## config.mk

```make
export PLATFORM = sky130hd
export DESIGN_NAME = regbus_read_sequencer
export DESIGN_NICKNAME = d
export VERILOG_FILES = /design/src/rtl/regbus_read_sequencer.sv
export SDC_FILE = /design/constraint.sdc
export NUM_CORES = 1
export LEC_CHECK = 0
export BUFFER_PORTS_ARGS = -buffer_cell sky130_fd_sc_hd__buf_2
export CAP_MARGIN = 20
export CORE_MARGIN = 8
export CORE_UTILIZATION = 48
export CTS_CLUSTER_DIAMETER = 150
export DETAILED_ROUTE_END_ITERATION = 6
export GPL_ROUTABILITY_DRIVEN = 0
export PLACE_DENSITY = 0.82
export SYNTH_ARGS = -nofsm -noshare
export SYNTH_HDL_FRONTEND = slang
export SYNTH_SLANG_ARGS = --single-unit
```

## constraint.sdc

```tcl
create_clock -name clk -period 2.1 [get_ports clk]
set_input_delay 0.21 -clock clk [delete_from_list [all_inputs] [get_ports clk]]
set_output_delay 0.21 -clock clk [all_outputs]
set_load 0.005 [all_outputs]
```

## src/rtl/regbus_read_sequencer.sv

```systemverilog
// Pipelined read sequencer for a shared tri-state register read bus: one-hot drive, capture, 2-entry response FIFO.
// Optional write-back bypass of the captured data is enabled by defining REGBUS_WB_BYPASS_EN.
module regbus_read_sequencer #(
  parameter int unsigned NUM_REGS = 32,
  parameter int unsigned ADDR_W   = 5,
  parameter int unsigned DATA_W   = 32
) (
  input  logic                clk,
  input  logic                clr,
  input  logic                req_valid,
  output logic                req_ready,
  input  logic [ADDR_W-1:0]   req_addr,
  output logic [NUM_REGS-1:0] rd_oe,
  input  logic [DATA_W-1:0]   bus_in,
`ifdef REGBUS_WB_BYPASS_EN
  input  logic                wb_we,
  input  logic [ADDR_W-1:0]   wb_addr,
  input  logic [DATA_W-1:0]   wb_data,
`endif
  output logic                rsp_valid,
  input  logic                rsp_ready,
  output logic [DATA_W-1:0]   rsp_data,
  output logic [ADDR_W-1:0]   rsp_addr,
  output logic                rsp_err,
  output logic                busy
);

  localparam logic [0:0] S_IDLE  = 1'b0;
  localparam logic [0:0] S_DRIVE = 1'b1;

  localparam int unsigned DEPTH = 2;
  localparam int unsigned CNT_W = 2;

  typedef struct packed {
    logic              err;
    logic [ADDR_W-1:0] addr;
    logic [DATA_W-1:0] data;
  } rsp_t;

  logic [0:0]          state_q, state_d;
  logic [ADDR_W-1:0]   drv_addr_q, drv_addr_d;
  logic [NUM_REGS-1:0] rd_oe_d;
  logic                drive_active;
  logic                accept;
  logic                push;
  logic                pop;
  logic                in_range;
  logic [CNT_W-1:0]    count_q;
  logic                wr_ptr_q;
  logic                rd_ptr_q;
  rsp_t                mem_q [DEPTH];
  rsp_t                push_entry;
  rsp_t                head;

  assign drive_active = (state_q == S_DRIVE);
  // Credits cover both FIFO entries and the capture still in flight, so a push always has room.
  assign req_ready    = clr && ((count_q + {1'b0, drive_active}) < CNT_W'(2));
  assign accept       = req_valid && req_ready;
  assign push         = drive_active;
  assign pop          = rsp_valid && rsp_ready;
  assign in_range     = 32'(drv_addr_q) < NUM_REGS;

  // FSM state and drive registers
  always_ff @(posedge clk or negedge clr) begin
    if (!clr) begin
      state_q    <= S_IDLE;
      drv_addr_q <= '0;
      rd_oe      <= '0;
    end else begin
      state_q    <= state_d;
      drv_addr_q <= drv_addr_d;
      rd_oe      <= rd_oe_d;
    end
  end

  // Next state and one-hot enable decode; register 0 and out-of-range addresses never drive the bus
  always_comb begin
    state_d    = S_IDLE;
    drv_addr_d = drv_addr_q;
    rd_oe_d    = '0;
    case (state_q)
      S_IDLE, S_DRIVE: begin
        if (accept) begin
          state_d    = S_DRIVE;
          drv_addr_d = req_addr;
          for (int unsigned i = 1; i < NUM_REGS; i++) begin
            if (req_addr == ADDR_W'(i)) rd_oe_d[i] = 1'b1;
          end
        end
      end
      default: state_d = S_IDLE;
    endcase
  end

  // Response captured at the end of the drive cycle
  always_comb begin
    push_entry      = '0;
    push_entry.addr = drv_addr_q;
    if (!in_range) begin
      push_entry.err = 1'b1;
    end else if (drv_addr_q != '0) begin
      push_entry.data = bus_in;
`ifdef REGBUS_WB_BYPASS_EN
      if (wb_we && (wb_addr == drv_addr_q)) push_entry.data = wb_data;
`endif
    end
  end

  // Two-entry response FIFO
  always_ff @(posedge clk or negedge clr) begin
    if (!clr) begin
      count_q  <= '0;
      wr_ptr_q <= 1'b0;
      rd_ptr_q <= 1'b0;
      for (int i = 0; i < int'(DEPTH); i++) mem_q[i] <= '0;
    end else begin
      if (push) begin
        mem_q[wr_ptr_q] <= push_entry;
        wr_ptr_q        <= ~wr_ptr_q;
      end
      if (pop) rd_ptr_q <= ~rd_ptr_q;
      case ({push, pop})
        2'b10:   count_q <= count_q + CNT_W'(1);
        2'b01:   count_q <= count_q - CNT_W'(1);
        default: count_q <= count_q;
      endcase
    end
  end

  assign head      = mem_q[rd_ptr_q];
  assign rsp_valid = (count_q != '0);
  assign rsp_data  = head.data;
  assign rsp_addr  = head.addr;
  assign rsp_err   = head.err;
  assign busy      = drive_active || (count_q != '0);

endmodule

```

Yosys cells after proc, flatten, opt, wreduce, memory -nomap -nowiden
Index checks and enable logic that the tools add are counted.
- register bits after elaboration: 117
- bits of input ports: 41
- word-level logic and storage cells: 105
- output and inout bits: 73
- bitwise operators: 4
- reduce and logical (&&, ||, !) cells: 8
- $lt $le $gt $ge: 4
- eq/ne operators: 33
- $add $sub $neg: 3
- mux-type cells: 41
- operator list (operator ; number):
    $mux 38 ; 4
    $eq 5x5->1 const B ; 16
    $bwmux 76 ; 1
    $eq 5x4->1 const B ; 8
    $demux 38 s1 ; 1
    $mux 1 ; 32
    $mux 32 ; 1
    $mux 31 ; 1
    $eq 5x3->1 const B ; 4
    $eq 5x2->1 const B ; 2
    $eq 5x1->1 const B ; 1
    $reduce_bool 5->1 ; 1
    $ge 2x2->1 const B ; 2
    $logic_and 1x1->1 ; 4
    $not 1->2 ; 2
    $pmux 2 s2 ; 1
    $reduce_bool 2->1 ; 2
    $add 2x1->2 ; 1
    $add 2x1->2 const B ; 1
    $eq 2x1->1 const B ; 1
    $eq 2x2->1 const B ; 1
    $lt 2x1->1 const B ; 1
    $lt 2x2->1 const B ; 1
    $not 1->1 ; 2
    2 further kinds ; 2

Logic depth before layout (Yosys ltp)
- depth in word-level cells: 6
- mapped depth: 6
- depth with buffers taken out: 6

Least setup slack after synthesis
Ideal clock, no wire load.
- kind: register -> register
- from: register count_q[0]
- to: register count_q[1]
- path slack: 556 ps
- data arrival time: 1464 ps
- period minus slack after synthesis: 1544 ps
- stages on the path, launching flop included: 6
- setup time: 79 ps
- data required time: 2021 ps
- buffers on the path: 0
- path through: dfrtp_1 -> or2_2 -> and2_1 -> ha_1 -> nor2_1 -> xor2_1
- longest elaborated chain between the ends: 4
- elaborated cells between the ends (all ways): 8
- classes of those cells: 2 x add/sub; 2 x eq/ne; 1 x mux; 3 x reduce/logical
- ends and longest elaborated chain (item ; line ; RTL):
    start: declaration ; 48 ; logic [CNT_W-1:0] count_q;
    start signal: assignment ; 123 ; 2'b10: count_q <= count_q + CNT_W'(1);
    start signal: assignment ; 124 ; 2'b01: count_q <= count_q - CNT_W'(1);
    start signal: assignment ; 125 ; default: count_q <= count_q;
    $reduce_bool 2->1 * ; 131 ; assign rsp_valid = (count_q != '0);
    net rsp_valid ; 20 ; output logic rsp_valid,
    $logic_and 1x1->1 * ; 60 ; assign pop = rsp_valid && rsp_ready;
    net pop ; 46 ; logic pop;
    $eq 2x1->1 or $eq 2x2->1 (tied branches) ; 122 ; case ({push, pop})
    $pmux 2 s2 or $reduce_bool 2->1 (tied branches) ; - ;
The timed path passes the listed nets; every way through them passes the cells marked *.
A chain may end at the register's enable or synchronous reset.

Final worst setup path
- from: register rd_ptr_q
- to: output rsp_data[2]
- longest elaborated chain between the ends: 4
- ends and longest elaborated chain (item ; line ; RTL):
    start: declaration ; 50 ; logic rd_ptr_q;
    start signal: assignment ; 121 ; if (pop) rd_ptr_q <= ~rd_ptr_q;
    $not 1->2 (implied by the code) ; 130 ; assign head = mem_q[rd_ptr_q];
    $mux 38 (implied by the code) (3 in series) ; 130 ;
    end: declaration ; 22 ; output logic [DATA_W-1:0] rsp_data,
No other way between the ends. The select of a mux whose other input is x is not followed.

==> impl_results.md <==
- Status: complete, no violations
- Core Box Area: 10,090 µm²
- Minimum clock period: 1.912 ns
- Reg-to-Reg End: mem_q[5]
- Crit share post-route: 91.03%
- Setup slack after layout: 0.1884 ns
- First-pass GRT wire length: 20,460 µm
- Initial Utilization: 48.51%
- Crit path arrival time: 1.70 ns
- Top cell type's share of synthesized area: 58.78%
- Clock Latency Late Sink: 0.51 ns
- Most frequent cells in the layout: dfrtp_1 (113), buf_2 (110), nand2_1 (73), o21ai_1 (60), mux2_2 (45)
- Final setup vio count: 0
- RSZ-0062 raised after global routing: no
- Total clock sinks: 115
- Syn. warnings: 0
- Drt first pass iters: 4
- Count of different cell masters after synthesis: 34
- Gr ovfl total: 0
- Die Y: 117.0 µm
- Tot Pwr: 9.778 mW
- Worst reg2reg startpoint: drv_addr_q[2]
- Cell Rows: 37
- Post-Synthesis Cells: 437
- Max frequency: 523.1 MHz
- Postcts setup bufs: 0
- Max Cap Viol: 0
- Area leader, netlist: dfrtp_1
- H-tree depth: 4
- Post-DP HPWL: 8005 µm
- Slowest stage delay, CP: 0.40 ns
- Leakage: 3.163 nW
- Via density: 5.173
- Pin count of the biggest net entering global routing: 116
- Crit Path Category: flop to primary output
- Post-Syn Area per Cell: 11.20 µm²
- Layout cell share with drive strength beyond 1: 40.20%
- Crit-path cells: buf_4 > mux2_2 > buf_2
- Drt drc: 0
- Synthesized area: 4896 µm²
- Initial DRC count: 235
- Final Max Slew Viols: 0
- TNS Setup: 0 ns
- Final setup skew: 0.009767 ns
- HP Class: input pin to flop
- Type of origin of the critical path: flop
- Synthesis-to-finish area growth: 33.27%
- Routed wire length: 12,420 µm
- Endpoint class of the critical path: primary output
- IO Pins: 114
- I/O Buffers: 111
- Wire per inst: 17.16 µm
- Via count: 3,745
- Routed Antenna Nets: 0
- Slew at the pin closest to its max-slew limit: 1.022 ns
- Die ar.: 13,690 µm²
- Nets: 616
- HP Start: rsp_ready
- Worst path required time: 1.89 ns
- Reg2Reg Depth: 4
- Hold Path Depth: 3
- Register bit count reported by yosys: 115
- VDD IR max: 0.0009223 V
- Synth area leaders: dfrtp_1 (59%), mux2_2 (10%), o21ai_1 (6.1%)
- Root Buffer: clkbuf_8
- CP max stage cell: mux2_2
- Die extent in x: 117.0 µm
- Most common cell after layout, fill and taps aside: dfrtp_1
- FF-to-FF setup slack: 0.33 ns
- CTS max path bufs: 2
- Via count of the first global-routing pass: 3,997
- CTS clock-pin slew for the worst setup and hold paths: 0.05 ns
- Relative slew slack: 31.87%
- Hold Path End: rd_ptr_q
- Sequential share of the synthesized area: 58.78%
- CTS tree: done
- Global Route Usage Sum: 19.60%
- Worst Path Max Fanout: 23
- Final number of hold-violating endpoints: 0
- PD cells: 1498 nW/µm²
- CTS Buf Count: 17
- Initial antenna violation count: 0
- Dpl ws: 0.3301 ns
-- worst max-delay path, delay by kind of cell, from the launching register on --
family   cells  cell delay, ns
buf+inv      2            0.44
flops        1            0.35
mux          1            0.40
-- report_power, final --
part | switching, mW | leakage (nW) | internal [mW] | total [mW]
Clock | 0.963 | 0.308 | 2.14 | 3.10
Sequential | 0.615 | 1.46 | 3.02 | 3.64
Combinational | 1.49 | 1.40 | 1.55 | 3.04
Total | 3.07 | 3.16 | 6.71 | 9.78
-- cells in the mapped netlist --
cell and count:
nand2_1 74, nand4b_1 1, o21ai_1 60, xnor2_1 2, dfrtp_1 115, nor2b_1 4
mux2_4 4, inv_1 2, and3_1 2, nand3b_1 1, nand4_2 1, buf_4 2
ha_1 1, buf_6 3, or2_2 1, nor3_1 6, xor2_1 3, o21ai_4 1
nor2_1 22, or3_1 2, clkbuf_1 17, or4_4 1, nor4_1 4, and2_1 2
nor4b_1 1, nand3_1 4, conb_1 1, mux2_2 45, o21ai_2 31, clkbuf_2 3
buf_2 9, o21ai_0 7, nand2b_1 4, a21bo_1 1
-- area by class of cell --
cell class              instances  area (µm²)
clock inverters                 9       175.2
fillers                       772        3567
flip-flops and latches        115        2880
clock buffers                  23       466.7
inverters                       2       7.507
repair buffers                151       975.9
well taps                     136       170.2
diodes                          1       2.502
multi-input cells             287        1847
-- stage by stage --
stage,util (%),hold slack (ns),std cells,instance area [µm²]
2_1_floorplan,-,-0.08559,438,4900
3_3_place_gp,55.10,0.3807,659,5560
3_5_place_dp,55.10,0.3990,659,5560
4_1_cts,64.63,0.01712,723,6523
5_1_grt,64.63,0.04609,723,6523
6_report,64.65,0.02808,724,6525
-- repair_timing --
item                      4_1_cts  5_1_grt
hold buffers                   32        0
hold endpoints to repair      176        0
gates resized for setup         0        0
-- registers in the layout (all words and copies together), names as in the netlist --
name / cells
mem_q: 74
rd_oe: 31
drv_addr_q: 5
count_q: 2
drive_active: 1
rd_ptr_q: 1
wr_ptr_q: 1
-- cell families (layout without fill, tap and decap cells) --
group / Yosys count / after routing / synth area share [%]
and+or+nand+nor: 130 / 130 / 11.81
DFF: 115 / 115 / 58.78
AOI/OAI and AO/OA: 100 / 100 / 12.93
muxes: 49 / 49 / 11.58
buffers and inverters: 36 / 185 / 3.680
xor gates and xnor gates: 5 / 5 / 0.8946
adders and majority gates: 1 / 1 / 0.2555
other: 1 / 3 / 0.07659
-- worst max-delay path by stage --
stage / slack (ns) / start / depth (start not counted) / endpoint
floorplan: 0.56 / count_q[0] / 5 / count_q[1]
global placement: 0.42 / drv_addr_q[2] / 4 / mem_q[6]
detailed placement: 0.33 / drv_addr_q[2] / 4 / mem_q[59]
CTS: 0.15 / rd_ptr_q / 3 / rsp_data[2]
global route: 0.12 / rd_ptr_q / 3 / rsp_data[2]
finish: 0.19 / rd_ptr_q / 3 / rsp_data[2]
-- per-layer routing --
metal	GRT usage (%)	wire, µm	vias to the layer above
li1	-	-	1778
met1	22.41	5036	1842
met2	33.01	6225	114
met3	7.953	1060	11
met4	6.058	101	0
met5	0	0	-
(Power assumes the default switching activity.)
